===== src/rtl/frame_tx_pkg.sv =====
// Shared types and constants for the "110" serial frame transmitter.
package frame_tx_pkg;

  typedef enum logic [2:0] {
    IDLE,
    SYNC,
    DATA,
    PAR,
    GAP
  } state_e;

  localparam logic [2:0] SYNC_PATTERN = 3'b110;
  localparam int         SYNC_LEN     = 3;

  // Counter width for counting 0..max_count-1, never narrower than 1 bit.
  function automatic int cnt_width(input int max_count);
    return (max_count > 1) ? $clog2(max_count) : 1;
  endfunction

endpackage


===== src/rtl/frame_tx_110_piso_shift.sv =====
// Parallel-in serial-out shift register: load wins over shift, MSB is presented first.
module piso_shift #(
  parameter int W = 8
) (
  input  logic         clk,
  input  logic         rstn,
  input  logic         load,
  input  logic         shift_en,
  input  logic [W-1:0] data,
  output logic         msb
);

  logic [W-1:0] shreg_q;

  // NOTE: sequential state uses non-blocking assignments so every flop samples pre-edge values.
  always_ff @(posedge clk or negedge rstn) begin
    if (!rstn) begin
      shreg_q <= '0;
    end else if (load) begin
      shreg_q <= data;
    end else if (shift_en) begin
      shreg_q <= shreg_q << 1;
    end
  end

  assign msb = shreg_q[W-1];

endmodule


===== src/rtl/frame_tx_110.sv =====
// Serial frame transmitter: preamble 1,1,0, payload MSB-first, optional parity, zero gap.
// Optional even-parity bit after the payload is enabled by defining FRAME_TX_PARITY_EN.
module frame_tx_110
  import frame_tx_pkg::*;
#(
  parameter int DATA_W     = 8,
  parameter int GAP_CYCLES = 2
) (
  input  logic              clk,
  input  logic              rstn,
  input  logic [DATA_W-1:0] data_in,
  input  logic              data_valid,
  output logic              data_ready,
  output logic              out,
  output logic              busy,
  output logic              frame_done
);

  localparam int MAX_A   = (DATA_W > SYNC_LEN) ? DATA_W : SYNC_LEN;
  localparam int MAX_CNT = (GAP_CYCLES > MAX_A) ? GAP_CYCLES : MAX_A;
  localparam int CNT_W   = cnt_width(MAX_CNT);

  localparam logic [CNT_W-1:0] SYNC_LAST = CNT_W'(SYNC_LEN - 1);
  localparam logic [CNT_W-1:0] DATA_LAST = CNT_W'(DATA_W - 1);
  localparam logic [CNT_W-1:0] GAP_LAST  = CNT_W'((GAP_CYCLES > 0) ? GAP_CYCLES - 1 : 0);

  // With no gap the frame ends straight into IDLE.
  localparam state_e POST_PAYLOAD = (GAP_CYCLES > 0) ? GAP : IDLE;
`ifdef FRAME_TX_PARITY_EN
  localparam state_e AFTER_DATA = PAR;
`else
  localparam state_e AFTER_DATA = POST_PAYLOAD;
`endif

  state_e           state_q, state_d;
  logic [CNT_W-1:0] cnt_q, cnt_d;
  logic             accept;
  logic             shift_msb;
  logic             out_d, busy_d, done_d, ready_d;

  assign accept = data_valid && data_ready;

  piso_shift #(.W(DATA_W)) u_piso (
    .clk      (clk),
    .rstn     (rstn),
    .load     (accept),
    .shift_en (state_d == DATA),
    .data     (data_in),
    .msb      (shift_msb)
  );

`ifdef FRAME_TX_PARITY_EN
  logic par_q;

  always_ff @(posedge clk or negedge rstn) begin
    if (!rstn) begin
      par_q <= 1'b0;
    end else if (accept) begin
      par_q <= ^data_in;
    end
  end
`endif

  always_ff @(posedge clk or negedge rstn) begin
    if (!rstn) begin
      state_q <= IDLE;
      cnt_q   <= '0;
    end else begin
      state_q <= state_d;
      cnt_q   <= cnt_d;
    end
  end

  // NOTE: every combinational output gets a default first so no latch is inferred.
  always_comb begin
    state_d = state_q;
    cnt_d   = cnt_q + 1'b1;
    case (state_q)
      IDLE: begin
        cnt_d = '0;
        if (accept) state_d = SYNC;
      end
      SYNC: if (cnt_q == SYNC_LAST) begin
        state_d = DATA;
        cnt_d   = '0;
      end
      DATA: if (cnt_q == DATA_LAST) begin
        state_d = AFTER_DATA;
        cnt_d   = '0;
      end
`ifdef FRAME_TX_PARITY_EN
      PAR: begin
        state_d = POST_PAYLOAD;
        cnt_d   = '0;
      end
`endif
      GAP: if (cnt_q == GAP_LAST) begin
        state_d = IDLE;
        cnt_d   = '0;
      end
      default: begin
        state_d = IDLE;
        cnt_d   = '0;
      end
    endcase
  end

  // Outputs are decoded from the next state so the registered copies line up with it.
  always_comb begin
    out_d = 1'b0;
    case (state_d)
      SYNC: begin
        for (int i = 0; i < SYNC_LEN; i++) begin
          if (cnt_d == CNT_W'(i)) out_d = |(SYNC_PATTERN & (3'b001 << (SYNC_LEN - 1 - i)));
        end
      end
      DATA:    out_d = shift_msb;
`ifdef FRAME_TX_PARITY_EN
      PAR:     out_d = par_q;
`endif
      default: out_d = 1'b0;
    endcase
    busy_d  = (state_d != IDLE);
    ready_d = (state_d == IDLE);
    done_d  = (state_d == IDLE) && (state_q != IDLE);
  end

  always_ff @(posedge clk or negedge rstn) begin
    if (!rstn) begin
      out        <= 1'b0;
      busy       <= 1'b0;
      frame_done <= 1'b0;
      data_ready <= 1'b1;
    end else begin
      out        <= out_d;
      busy       <= busy_d;
      frame_done <= done_d;
      data_ready <= ready_d;
    end
  end

endmodule


===== config.mk =====
export PLATFORM = sky130hd
export DESIGN_NAME = frame_tx_110
export DESIGN_NICKNAME = d
export VERILOG_FILES = /design/src/rtl/frame_tx_pkg.sv /design/src/rtl/frame_tx_110_piso_shift.sv /design/src/rtl/frame_tx_110.sv
export SDC_FILE = /design/constraint.sdc
export NUM_CORES = 1
export LEC_CHECK = 0
export BUFFER_PORTS_ARGS = -buffer_cell sky130_fd_sc_hd__buf_2
export CAP_MARGIN = 20
export CELL_PAD_IN_SITES_DETAIL_PLACEMENT = 0
export CELL_PAD_IN_SITES_GLOBAL_PLACEMENT = 1
export CORE_UTILIZATION = 45
export CTS_CLUSTER_DIAMETER = 200
export CTS_CLUSTER_SIZE = 16
export DETAILED_ROUTE_END_ITERATION = 12
export GPL_TIMING_DRIVEN = 0
export PLACE_DENSITY_LB_ADDON = 0.1
export SKIP_LAST_GASP = 1
export SLEW_MARGIN = 25
export SYNTH_ARGS = -nofsm -noshare
export SYNTH_HDL_FRONTEND = slang
export SYNTH_SLANG_ARGS = --single-unit

===== constraint.sdc =====
create_clock -name clk -period 5.87 [get_ports clk]
set_clock_uncertainty 0.2 [all_clocks]
set_input_delay 0.587 -clock clk [delete_from_list [all_inputs] [get_ports clk]]
set_output_delay 0.587 -clock clk [all_outputs]
set_load 0.01 [all_outputs]

==> Word level (Yosys, flattened, before mapping) <==
Cells that the tools add are included.
W data, S select, Z words.
{ "op_classes": {"reduce_logical": 8, "add_sub_neg": 1, "n_mux": 15, "eq_ne": 10} }
{ "op_table": {"columns": ["op", "count"], "rows": [
  ["$mux W3", 7],
  ["$mux W8", 2],
  ["$eq A3 B1 Y1 const B", 4],
  ["$eq A3 B2 Y1 const B", 4],
  ["$pmux W3 S4", 1],
  ["$logic_not A3 Y1", 3],
  ["$pmux W3 S3", 1],
  ["$eq A3 B3 Y1 const B", 2],
  ["$reduce_bool A3 Y1", 2],
  ["$add A3 B1 Y3 const B", 1],
  ["$mux W1", 3],
  ["$logic_and A1 B1 Y1", 2],
  ["$pmux W1 S2", 1],
  ["$reduce_bool A2 Y1", 1]
]} }
{ "totals": {"wordCells": 41, "output_inout_bits": 4, "regBits": 18, "input_bits": 11} }

==> Logic depth before layout (Yosys ltp) <==
{ "depth": {"depth_word": 8, "mapped_depth": 7, "ltp_nobuf": 6} }

==> Hierarchy <==
Synthesis repeated with hierarchy kept, for this count alone.
{ "unflattened": {"cells_unflattened": 89, "hier_area_um2": 964.7} }
{ "modules_own_cells": {"columns": ["module", "seq_area_each_um2", "instances", "area_per_inst_um2", "cells_each"], "rows": [
  ["frame_tx_110", 251.5, 1, 595.6, 55],
  ["piso_shift", 200.2, 1, 369.1, 34]
]} }

==> Worst setup path after synthesis <==
Ideal clock, no wire load.
{ "synth_timing": {"path_kind": "register to register", "from": "register cnt_q[0]", "to": "register u_piso.shreg_q[1]", "setup_slack_ps": 3804, "path_stages_with_launch": 8, "t_arrival_ps": 1729, "t_required_ps": 5533, "setup_ps": 137, "synth_period_minus_slack_ps": 2066, "n_path_buf": 1, "path_cell_list": "dfrtp_1 ha_1 ha_1 or3b_1 a21oi_4 buf_6 mux2i_1 a21oi_1"} }
{ "synth_between": {"elab_chain_cells": 5, "elab_cells_between_ends": 9, "cone_classes": "eq/ne: 4; mux: 4; reduce/logical: 1"} }
{ "synth_lines": {"columns": ["item", "line_no", "text"], "rows": [
  ["start, declared", "frame_tx_110.sv:36", "logic [CNT_W-1:0] cnt_q, cnt_d;"],
  ["start signal, assigned", "frame_tx_110.sv:70", "cnt_q <= cnt_d;"],
  ["$eq A3 B1 Y1, or another cell as far along", "frame_tx_110.sv:97", "GAP: if (cnt_q == GAP_LAST) begin"],
  ["$mux W3 (on tied branches)", "frame_tx_110.sv:97, frame_tx_110.sv:83, frame_tx_110.sv:87", null],
  ["$pmux W3 S4 *", "frame_tx_110.sv:78", "case (state_q)"],
  ["via state_d[1]", "frame_tx_110.sv:35", "state_e state_q, state_d;"],
  ["$eq A3 B2 Y1 *", "frame_tx_110.sv:47", ".shift_en (state_d == DATA),"],
  ["$reduce_bool A2 Y1 (no source line) *", null, null],
  ["end signal, assigned", "frame_tx_110_piso_shift.sv:20", "shreg_q <= data;"],
  ["end signal, assigned", "frame_tx_110_piso_shift.sv:22", "shreg_q <= shreg_q << 1;"],
  ["end, declared", "frame_tx_110_piso_shift.sv:13", "logic [W-1:0] shreg_q;"]
]} }
Mark *: on every way through the listed nets, which the timed path passes. The rest lies on a longest branch.
A chain may end at the register's enable or synchronous reset.

==> Worst setup path after layout <==
{ "layout_timing": {"from": "register cnt_q[0]", "to": "register u_piso.shreg_q[4]"} }
The elaborated chain is that of the path after synthesis.

==> results.ini <==
[grt]
grt_pass1_vias = 618
grt_first_pass_wirelength_microns = 2650
gr-total-overflow = 0
track_usage_pct = 17.7
antenna_found_initial = 0
grt_max_degree = 19

[detailed_routing]
drc_errors = 0
num_vias = 701
drt_wl_total_microns = 1600
ant_nets = 0
vias_per_cell = 5.23
drt-wirelength-per-cell_microns = 12.0
first_iter_violations = 9
firstDrtPassIters = 4

[clocking]
cts_root_buf = clkbuf_4
post_cts_buffers = 0
htree_levels = 1
clock_path_buffers = 2
cts_tree = built
clk_pin_slew_ps = 100
hold_buffers = 0
cts_made_buffers = 3
post_cts_resize_count = 0
clk_latency_ps = 300
cts_sinks = 18

[placed_design]
placed_area_sq_mm = 0.00103
dpl_worst_slack_ps = 3650
numPortBuffers = 14
hpwl_microns = 1220
gp_congestion = 0.776
dp.cells = 130

[floorplanning]
start_util_pct = 47.7
die_x_microns = 47.4
placement_rows = 16
ios = 15
dieArea_sq_mm = 0.00225
coreArea_sq_mm = 0.00194
dieHeight_microns = 47.4

[worst_setup_path]
rrSetupSlack_ps = 3620
cp-end-kind = flip-flop
regToRegStartpoint = cnt_q[0]$_DFF_PN0_
arrival_ps = 2200
endpoint = u_piso.shreg_q[4]$_DFFE_PN0P_
r2r_end = u_piso.shreg_q[4]$_DFFE_PN0P_
crit_start = cnt_q[0]$_DFF_PN0_
worst-r2r-cell-count = 7
cp_max_fo = 10
cp_data_required_time_ps = 5830
crit_path_start_kind = flip-flop
critPathKind = reg -> reg

[sta]
finalSetupViolCount = 0
max_clock_freq_ghz = 0.445
fin_crit_sh_pct = 38.3
final-max-slew-violation-count = 0
holdWs_ps = -0.334
hold_violations = 2
fin_setup_tns_ps = 0
fin_ws_ps = 3620
worstMarginPinSlew_ps = 589
grt_setup_unrepaired = no
min_period_ps = 2250
relSlewSlack_pct = 60.4

[layout]
final_util_pct = 54.4
fin_nets = 123
num_antenna_cells = 0
area_growth_pct = 14.0
nFillCells = 197
drive_above_1_share_pct = 21.5
finalNonFillerCells = 134
design_area_sq_mm = 0.00106

[flow_run]
maxCapViolCount = 0

[synth]
ys_warn_count = 0
synth_seq_area_share_pct = 48.7
synth_nets = 104
synth-seq-cells = 18
synthCells = 89
syn_area_sq_um = 927
synthDistinctLibCells = 32
syn_avg_cell_area_sq_um = 10.4

[hold_path]
min-delay-path-class = in -> async

[power_and_ir_drop]
powerDensity_mw_per_mm2 = 467
vdd_drop_max_mv = 0.220
power_mw = 0.494
leakagePower_nw = 0.468

[status]
failed_checks = negative hold slack
status = complete, but fails checks

## Yosys cell counts
master | count | area share (%)
nand2b_1 | 2 | 1.3
or3b_1 | 1 | 0.94
nand3_1 | 1 | 0.54
xnor2_1 | 1 | 0.94
nand2_1 | 3 | 1.2
o21ai_1 | 3 | 1.6
nand3b_1 | 3 | 2.4
clkbuf_1 | 1 | 0.40
nor3b_1 | 1 | 0.81
nor2_1 | 11 | 4.5
buf_2 | 2 | 1.1
buf_6 | 1 | 1.2
nor4_1 | 1 | 0.68
mux2i_1 | 7 | 7.6
nor4bb_1 | 1 | 1.1
o311a_1 | 1 | 1.1
dfrtp_1 | 17 | 46
and3_1 | 1 | 0.68
nor3_1 | 1 | 0.54
nand4bb_1 | 1 | 1.2
a211oi_1 | 1 | 0.81
a32o_1 | 1 | 1.1
a21oi_4 | 1 | 1.8
nand4b_1 | 1 | 0.94
dfstp_2 | 1 | 2.8
a31oi_1 | 2 | 1.3
buf_4 | 1 | 0.81
or3_1 | 1 | 0.68
inv_1 | 5 | 2.0
mux2_1 | 1 | 1.2
a21oi_1 | 10 | 5.4
ha_1 | 4 | 5.4
## final cells by class
| cell class | count | area [sq um] | share of cell area [%] |
|---|---|---|---|
| flip-flops and latches | 18 | 452 | 42.7 |
| multi-input cells | 61 | 424 | 40.1 |
| repair buffers | 14 | 70.1 | 6.63 |
| well taps | 27 | 33.8 | 3.20 |
| plain buffers | 5 | 32.5 | 3.08 |
| clock buffers | 4 | 26.3 | 2.49 |
| inverters | 5 | 18.8 | 1.78 |
## kinds of logic (layout without fill, tap and decap cells)
family | count (synthesis) | count (layout) | share of synthesized area, %
muxes | 8 | 8 | 8.77
AOI/OAI and AO/OA | 19 | 19 | 13.1
and+or+nand+nor | 29 | 29 | 17.5
DFF | 18 | 18 | 48.7
xor gates and xnor gates | 1 | 1 | 0.945
buffers and inverters | 10 | 28 | 5.53
adders and majority gates | 4 | 4 | 5.40
## registers in the layout, summed over array words and instances (netlist names)
| name | cells |
|---|---|
| busy | 1 |
| cnt_q | 3 |
| data_ready | 1 |
| frame_done | 1 |
| out | 1 |
| state_q | 3 |
| u_piso.shreg_q | 8 |
## worst max-delay path, cell delays in order, from the launching register on
cell and delay [ps]:
dfrtp_1 430, ha_1 220, ha_1 220, or3b_1 410, a21oi_4 180, buf_6 180, mux2i_1 200, a21oi_1 80
## placed cells by master (no fill, tap or decap), types with 2 or more instances in the layout
master / n
nand2b_1: 2
inv_1: 5
ha_1: 4
clkbuf_1: 2
nand3b_1: 3
a31oi_1: 2
clkbuf_4: 3
a21oi_1: 10
buf_2: 16
nand2_1: 3
o21ai_1: 3
mux2i_1: 7
dfrtp_1: 17
nor2_1: 11
## report_power, final
group / total, mW / leakage, nW / internal (mW) / switching [mW]
Clock: 0.0631 / 0.0150 / 0.0265 / 0.0366
Sequential: 0.210 / 0.215 / 0.180 / 0.0296
Combinational: 0.221 / 0.239 / 0.104 / 0.117
## layer usage
layer	track usage (%)	part of all wire, %
met1	25.2	51
met3	5.77	3.6
met4	6.86	1.4
met2	24.7	43
met5	0	0
## worst min path at each step
stage	start	end
5_1_grt	rstn	busy$_DFF_PN0_
4_1_cts	rstn	state_q[2]$_DFF_PN0_
2_1_floorplan	rstn	busy$_DFF_PN0_
3_3_place_gp	cnt_q[0]$_DFF_PN0_	cnt_q[0]$_DFF_PN0_
3_5_place_dp	cnt_q[0]$_DFF_PN0_	cnt_q[0]$_DFF_PN0_
6_report	rstn	state_q[2]$_DFF_PN0_
(Power assumes the default switching activity.)
